File: config.mk
export PLATFORM = sky130hd
export DESIGN_NAME = mux_arbiter
export DESIGN_NICKNAME = d
export VERILOG_FILES = /design/src/rtl/mux_arbiter.sv
export SDC_FILE = /design/constraint.sdc
export NUM_CORES = 1
export LEC_CHECK = 0
export CORE_MARGIN = 4
export CORE_UTILIZATION = 40
export DETAILED_ROUTE_END_ITERATION = 10
export PLACE_DENSITY = 0.73
export SYNTH_ARGS = -nofsm -noshare
export SYNTH_HDL_FRONTEND = slang
export SYNTH_SLANG_ARGS = --single-unit
File: constraint.sdc
create_clock -name clk_i -period 3.52 [get_ports clk_i]
set_clock_uncertainty 0.2 [all_clocks]
set_input_delay 0.704 -clock clk_i [delete_from_list [all_inputs] [get_ports clk_i]]
set_output_delay 0.704 -clock clk_i [all_outputs]
set_load 0.005 [all_outputs]
File: src/rtl/mux_arbiter.sv
// Two-requester round-robin arbiter driving a registered 2:1 mux output slot
// with valid/ready handshakes on both sides and per-requester grant counters.
module mux_arbiter #(
    parameter int DATA_W = 8,
    parameter int CNT_W  = 16
) (
    input  logic              clk_i,
    input  logic              reset_n_i,
    input  logic              a_valid_i,
    input  logic [DATA_W-1:0] a_data_i,
    output logic              a_ready_o,
    input  logic              b_valid_i,
    input  logic [DATA_W-1:0] b_data_i,
    output logic              b_ready_o,
    output logic              sel_o,
    output logic              y_valid_o,
    output logic [DATA_W-1:0] y_data_o,
    input  logic              y_ready_i,
    output logic [CNT_W-1:0]  a_cnt_o,
    output logic [CNT_W-1:0]  b_cnt_o
);

    logic              y_valid_q, y_valid_d;
    logic [DATA_W-1:0] y_data_q, y_data_d;
    logic [CNT_W-1:0]  a_cnt_q, a_cnt_d;
    logic [CNT_W-1:0]  b_cnt_q, b_cnt_d;
    logic              last_sel_q, last_sel_d;   // 1 = B won last, so A wins next tie
    logic              accept_en;
    logic              gnt_a, gnt_b;
    logic              xfer_a, xfer_b;

    // Grant: lone requester wins; on contention the one not served last wins.
    always_comb begin
        accept_en = !y_valid_q || y_ready_i;
        gnt_a     = a_valid_i && (!b_valid_i || last_sel_q);
        gnt_b     = b_valid_i && (!a_valid_i || !last_sel_q);
        sel_o     = (a_valid_i || b_valid_i) ? gnt_b : last_sel_q;
        // Readies are forced low while reset is held, even though the slot reads empty.
        a_ready_o = reset_n_i && accept_en && gnt_a;
        b_ready_o = reset_n_i && accept_en && gnt_b;
        xfer_a    = a_valid_i && a_ready_o;
        xfer_b    = b_valid_i && b_ready_o;
    end

    // Next state: load slot on a transfer, otherwise empty it once drained.
    always_comb begin
        y_valid_d  = y_valid_q;
        y_data_d   = y_data_q;
        a_cnt_d    = a_cnt_q;
        b_cnt_d    = b_cnt_q;
        last_sel_d = last_sel_q;
        if (xfer_a || xfer_b) begin
            y_valid_d  = 1'b1;
            y_data_d   = sel_o ? b_data_i : a_data_i;
            last_sel_d = sel_o;
            if (xfer_a) a_cnt_d = a_cnt_q + 1'b1;
            if (xfer_b) b_cnt_d = b_cnt_q + 1'b1;
        end else if (y_ready_i) begin
            y_valid_d = 1'b0;
        end
    end

    // State registers; reset discards any held word immediately.
    always_ff @(posedge clk_i or negedge reset_n_i) begin
        if (!reset_n_i) begin
            y_valid_q  <= 1'b0;
            y_data_q   <= '0;
            a_cnt_q    <= '0;
            b_cnt_q    <= '0;
            last_sel_q <= 1'b1;
        end else begin
            y_valid_q  <= y_valid_d;
            y_data_q   <= y_data_d;
            a_cnt_q    <= a_cnt_d;
            b_cnt_q    <= b_cnt_d;
            last_sel_q <= last_sel_d;
        end
    end

    assign y_valid_o = y_valid_q;
    assign y_data_o  = y_data_q;
    assign a_cnt_o   = a_cnt_q;
    assign b_cnt_o   = b_cnt_q;

endmodule

==> summary.txt <==
Critical path
  • Setup crit end kind: output port
  • Type of element launching the critical path: input pin
  • Largest fanout of any net on the critical path: 9
  • Critical path's top delay family: buffers and inverters
  • Worst flop-to-flop path startpoint: b_cnt_o[0]$_DFFE_PN0P_
  • Worst setup path category: in -> out
  • CP max stage cell: clkdlybuf4s50_1
  • Data arrival time of the critical path: 2.31 ns
  • Chain of cells forming the critical path: clkdlybuf4s50_1, nand4_2, inv_2, clkdlybuf4s50_1
  • Setup slack of the worst register-to-register path: 1.74 ns
  • Largest stage delay on the critical path: 0.67 ns
  • R2r worst-path depth: 5
  • Req. time, crit path: 2.62 ns
  • Cell repeated most along the worst path: clkdlybuf4s50_1
  • Critical register-to-register path endpoint: b_cnt_o[12]$_DFFE_PN0P_
  • WP buf/inv: 3

Placed design
  • Cell Area, Placed: 2640 sq um
  • Input/output buffers: 64
  • DP Cell Count: 277
  • Dpl hpwl: 3180 microns
  • Routability congestion estimate: 0.786
  • Pre-CTS worst setup slack: 0.313 ns

Clock tree
  • Clock latency at the later pin of the worst-skew pair: 0.28 ns
  • Number of buffers inserted by post-CTS setup repair: 0
  • Cells resized by post-CTS repair: 0
  • Clock Sinks: 42
  • Total of hold buffers inserted after clock tree synthesis: 0
  • Clk buf depth: 2
  • Clock-pin slew reported for the worst setup and hold paths after clock tree synthesis: 0.08 ns
  • Clock buffer count from CTS: 5
  • Clock Tree Root: clkbuf_8
  • H-tree lvl count: 2
  • CTS tree: built

Global route
  • Aggregate global-route resource usage: 15.2%
  • Initial antenna violation count: 0
  • Pin count of the biggest net entering global routing: 30
  • Wire length of the first global-routing pass: 7450 microns
  • Vias in the first global route: 1521
  • Total gr overflow: 0

Floorplan
  • Initial standard-cell utilization of the core: 42.8%
  • Placeable core area: 4500 sq um
  • Die outline height: 77.4 microns
  • X dimension of the die: 77.4 microns
  • Num rows: 24
  • I/O pin count: 65
  • DIE AREA: 5990 sq um

Flow run
  • Max Cap Violations: 0

Power and ir drop
  • Pleak: 1.14 nW
  • Power Dens Cells: 512 nW/um^2
  • Peak VDD IR: 0.334 mV

Timing
  • Final worst-path cycle share: 91.3%
  • Number of max-slew violations in the final report: 0
  • Worst slew margin: 60.7%
  • Transition time of the tightest slew-check pin: 0.588 ns
  • Crit path setup slack, layout: 0.306 ns
  • Total negative slack for setup checks: 0 ns
  • Number of failing hold endpoints at the final stage: 0
  • Highest achievable clock rate: 311 MHz
  • Post-layout minimum cycle time: 3.21 ns
  • Setup repair after global routing missed its margin: no
  • Final setup vio count: 0

Run status
  • Run status: finished clean

Synth
  • Number of cells produced by synthesis: 160
  • Summed instance area of the synthesized netlist: 1930 sq um
  • Biggest area consumer among synthesized cells: dfrtp_1
  • Yosys warning total: 0
  • Synth cell count leaders: dfrtp_1 (41), xnor2_1 (28), nand2_1 (21), nand4_1 (16), o21ai_0 (9)
  • Post-Synthesis Net Count: 183
  • Share of the synthesized area in the top cell type: 53.3%
  • Share of flip-flops with an asynchronous set or reset after synthesis: 100%
  • Most common cell in the netlist: dfrtp_1
  • Seq cells post-synth: 42
  • Part of the Yosys area used for sequential elements: 54.6%
  • Biggest area contributors in the synthesized netlist: dfrtp_1 (53%), xnor2_1 (13%), nand4_1 (5.2%)
  • Dominant synthesized flop cell: dfrtp_1
  • Distinct cells, synth: 26
  • Syn_area_per_cell: 12.0 sq um
  • Post-synth EDFFs: 0

Drt
  • Routed Wire Length: 4190 microns
  • Final antenna-violating net count: 0
  • Number of design rule violations left after detail routing: 0
  • Mean routed wirelength per cell: 14.7 microns
  • Drt pass-1 iters: 4
  • 1st-iter DRT viols: 46
  • Mean number of vias per cell: 5.07
  • Total via count after detailed routing: 1446

Min path
  • Tightest Hold Check Type: in -> async

Final layout
  • Post-Layout Cell Count: 285
  • Layout cell share with drive strength beyond 1: 8.58%
  • Nets: 255
  • Count of fill cells added during filler insertion: 380
  • Ant. Diodes: 0
  • Area delta synth->final: 42.9%
  • Final design area excluding fillers: 2750 sq um
## stage by stage
step / total power, mW / hold slack, ns / util [%]
detailed placement: 1.05 / 0.263 / 58.6
CTS: 1.43 / 0.201 / 61.1
finish: 1.41 / 0.207 / 61.1
floorplan: 0.804 / 0.208 / -
global route: 1.50 / 0.219 / 61.1
global placement: 1.04 / 0.260 / 58.6
## metal layers
layer | vias up | share of wire, % | track usage, %
met4 | 0 | 1.1 | 4.09
met5 | - | 0 | 0
met3 | 6 | 5.4 | 4.05
met1 | 687 | 46 | 19.8
li1 | 708 | - | -
met2 | 45 | 48 | 25.3
## area by class of cell
class	count	area (sq um)	area share, %
clock buffer	6	72.6	2.64
multi-input combinational	112	843	30.7
sequential	42	1050	38.2
timing repair buffer	69	673	24.5
inverter	2	7.51	0.273
tap	52	65.1	2.36
clock inverter	2	37.5	1.36
## worst reg2reg max path: cells and delay by family, from the launching register on
family                   cells  cell delay, ns
flip-flops                   1            0.43
AO/OA/AOI/OAI                1            0.36
XOR/XNOR                     1            0.15
adder cells (fa/ha/maj)      1            0.23
AND/OR/NAND/NOR              2            0.30
## sequential cells by signal (all words and copies together), names as in the netlist
| register | count |
|---|---|
| b_cnt_o | 16 |
| a_cnt_o | 16 |
| y_valid_o | 1 |
| y_data_o | 8 |
| last_sel_q | 1 |
## report_power, final
part           internal, mW  switching, mW
Clock                 0.212          0.158
Sequential            0.563         0.0988
Combinational         0.237          0.139
Total                  1.01          0.396
## cells in the final DEF, fill, tap and decap left out
cell	count
xnor2_1	28
clkbuf_8	5
buf_2	1
a21o_1	1
inv_1	1
nand4_4	1
ha_1	2
and3_1	3
nand2_1	21
nor2b_1	1
bufinv_16	1
o21ai_0	8
nand2b_1	2
dfstp_2	1
nand4_2	1
o211ai_1	1
mux2i_1	8
o21ai_1	1
nand4_1	16
xor2_1	2
clkinvlp_4	1
buf_4	5
clkdlybuf4s50_1	63
nor3b_4	1
and4_1	5
mux2_1	1
and2_1	1
dfrtp_1	41
clkbuf_1	1
nand3_1	6
inv_2	1
a2111oi_4	2
## cells by family (layout without fill, tap and decap cells)
| family | after synthesis | count (layout) | synth area share [%] |
|---|---|---|---|
| DFF | 42 | 42 | 54.6 |
| xor gates and xnor gates | 30 | 30 | 13.6 |
| muxes | 9 | 9 | 4.74 |
| and+or+nand+nor | 58 | 58 | 18.1 |
| adders and majority gates | 2 | 2 | 1.30 |
| buffers and inverters | 6 | 79 | 1.56 |
| AOI/OAI and AO/OA | 13 | 13 | 5.98 |
## worst max-delay path by stage
stage	from	end	slack [ns]	depth (start not counted)
after floorplan	y_ready_i	b_ready_o	1.39	3
after global placement	a_valid_i	a_ready_o	0.35	4
after detailed placement	a_valid_i	a_ready_o	0.31	4
after CTS	a_valid_i	a_ready_o	0.31	4
after global routing	y_ready_i	a_ready_o	0.23	5
final	a_valid_i	a_ready_o	0.31	4
Power figures use the tool's default switching activity.
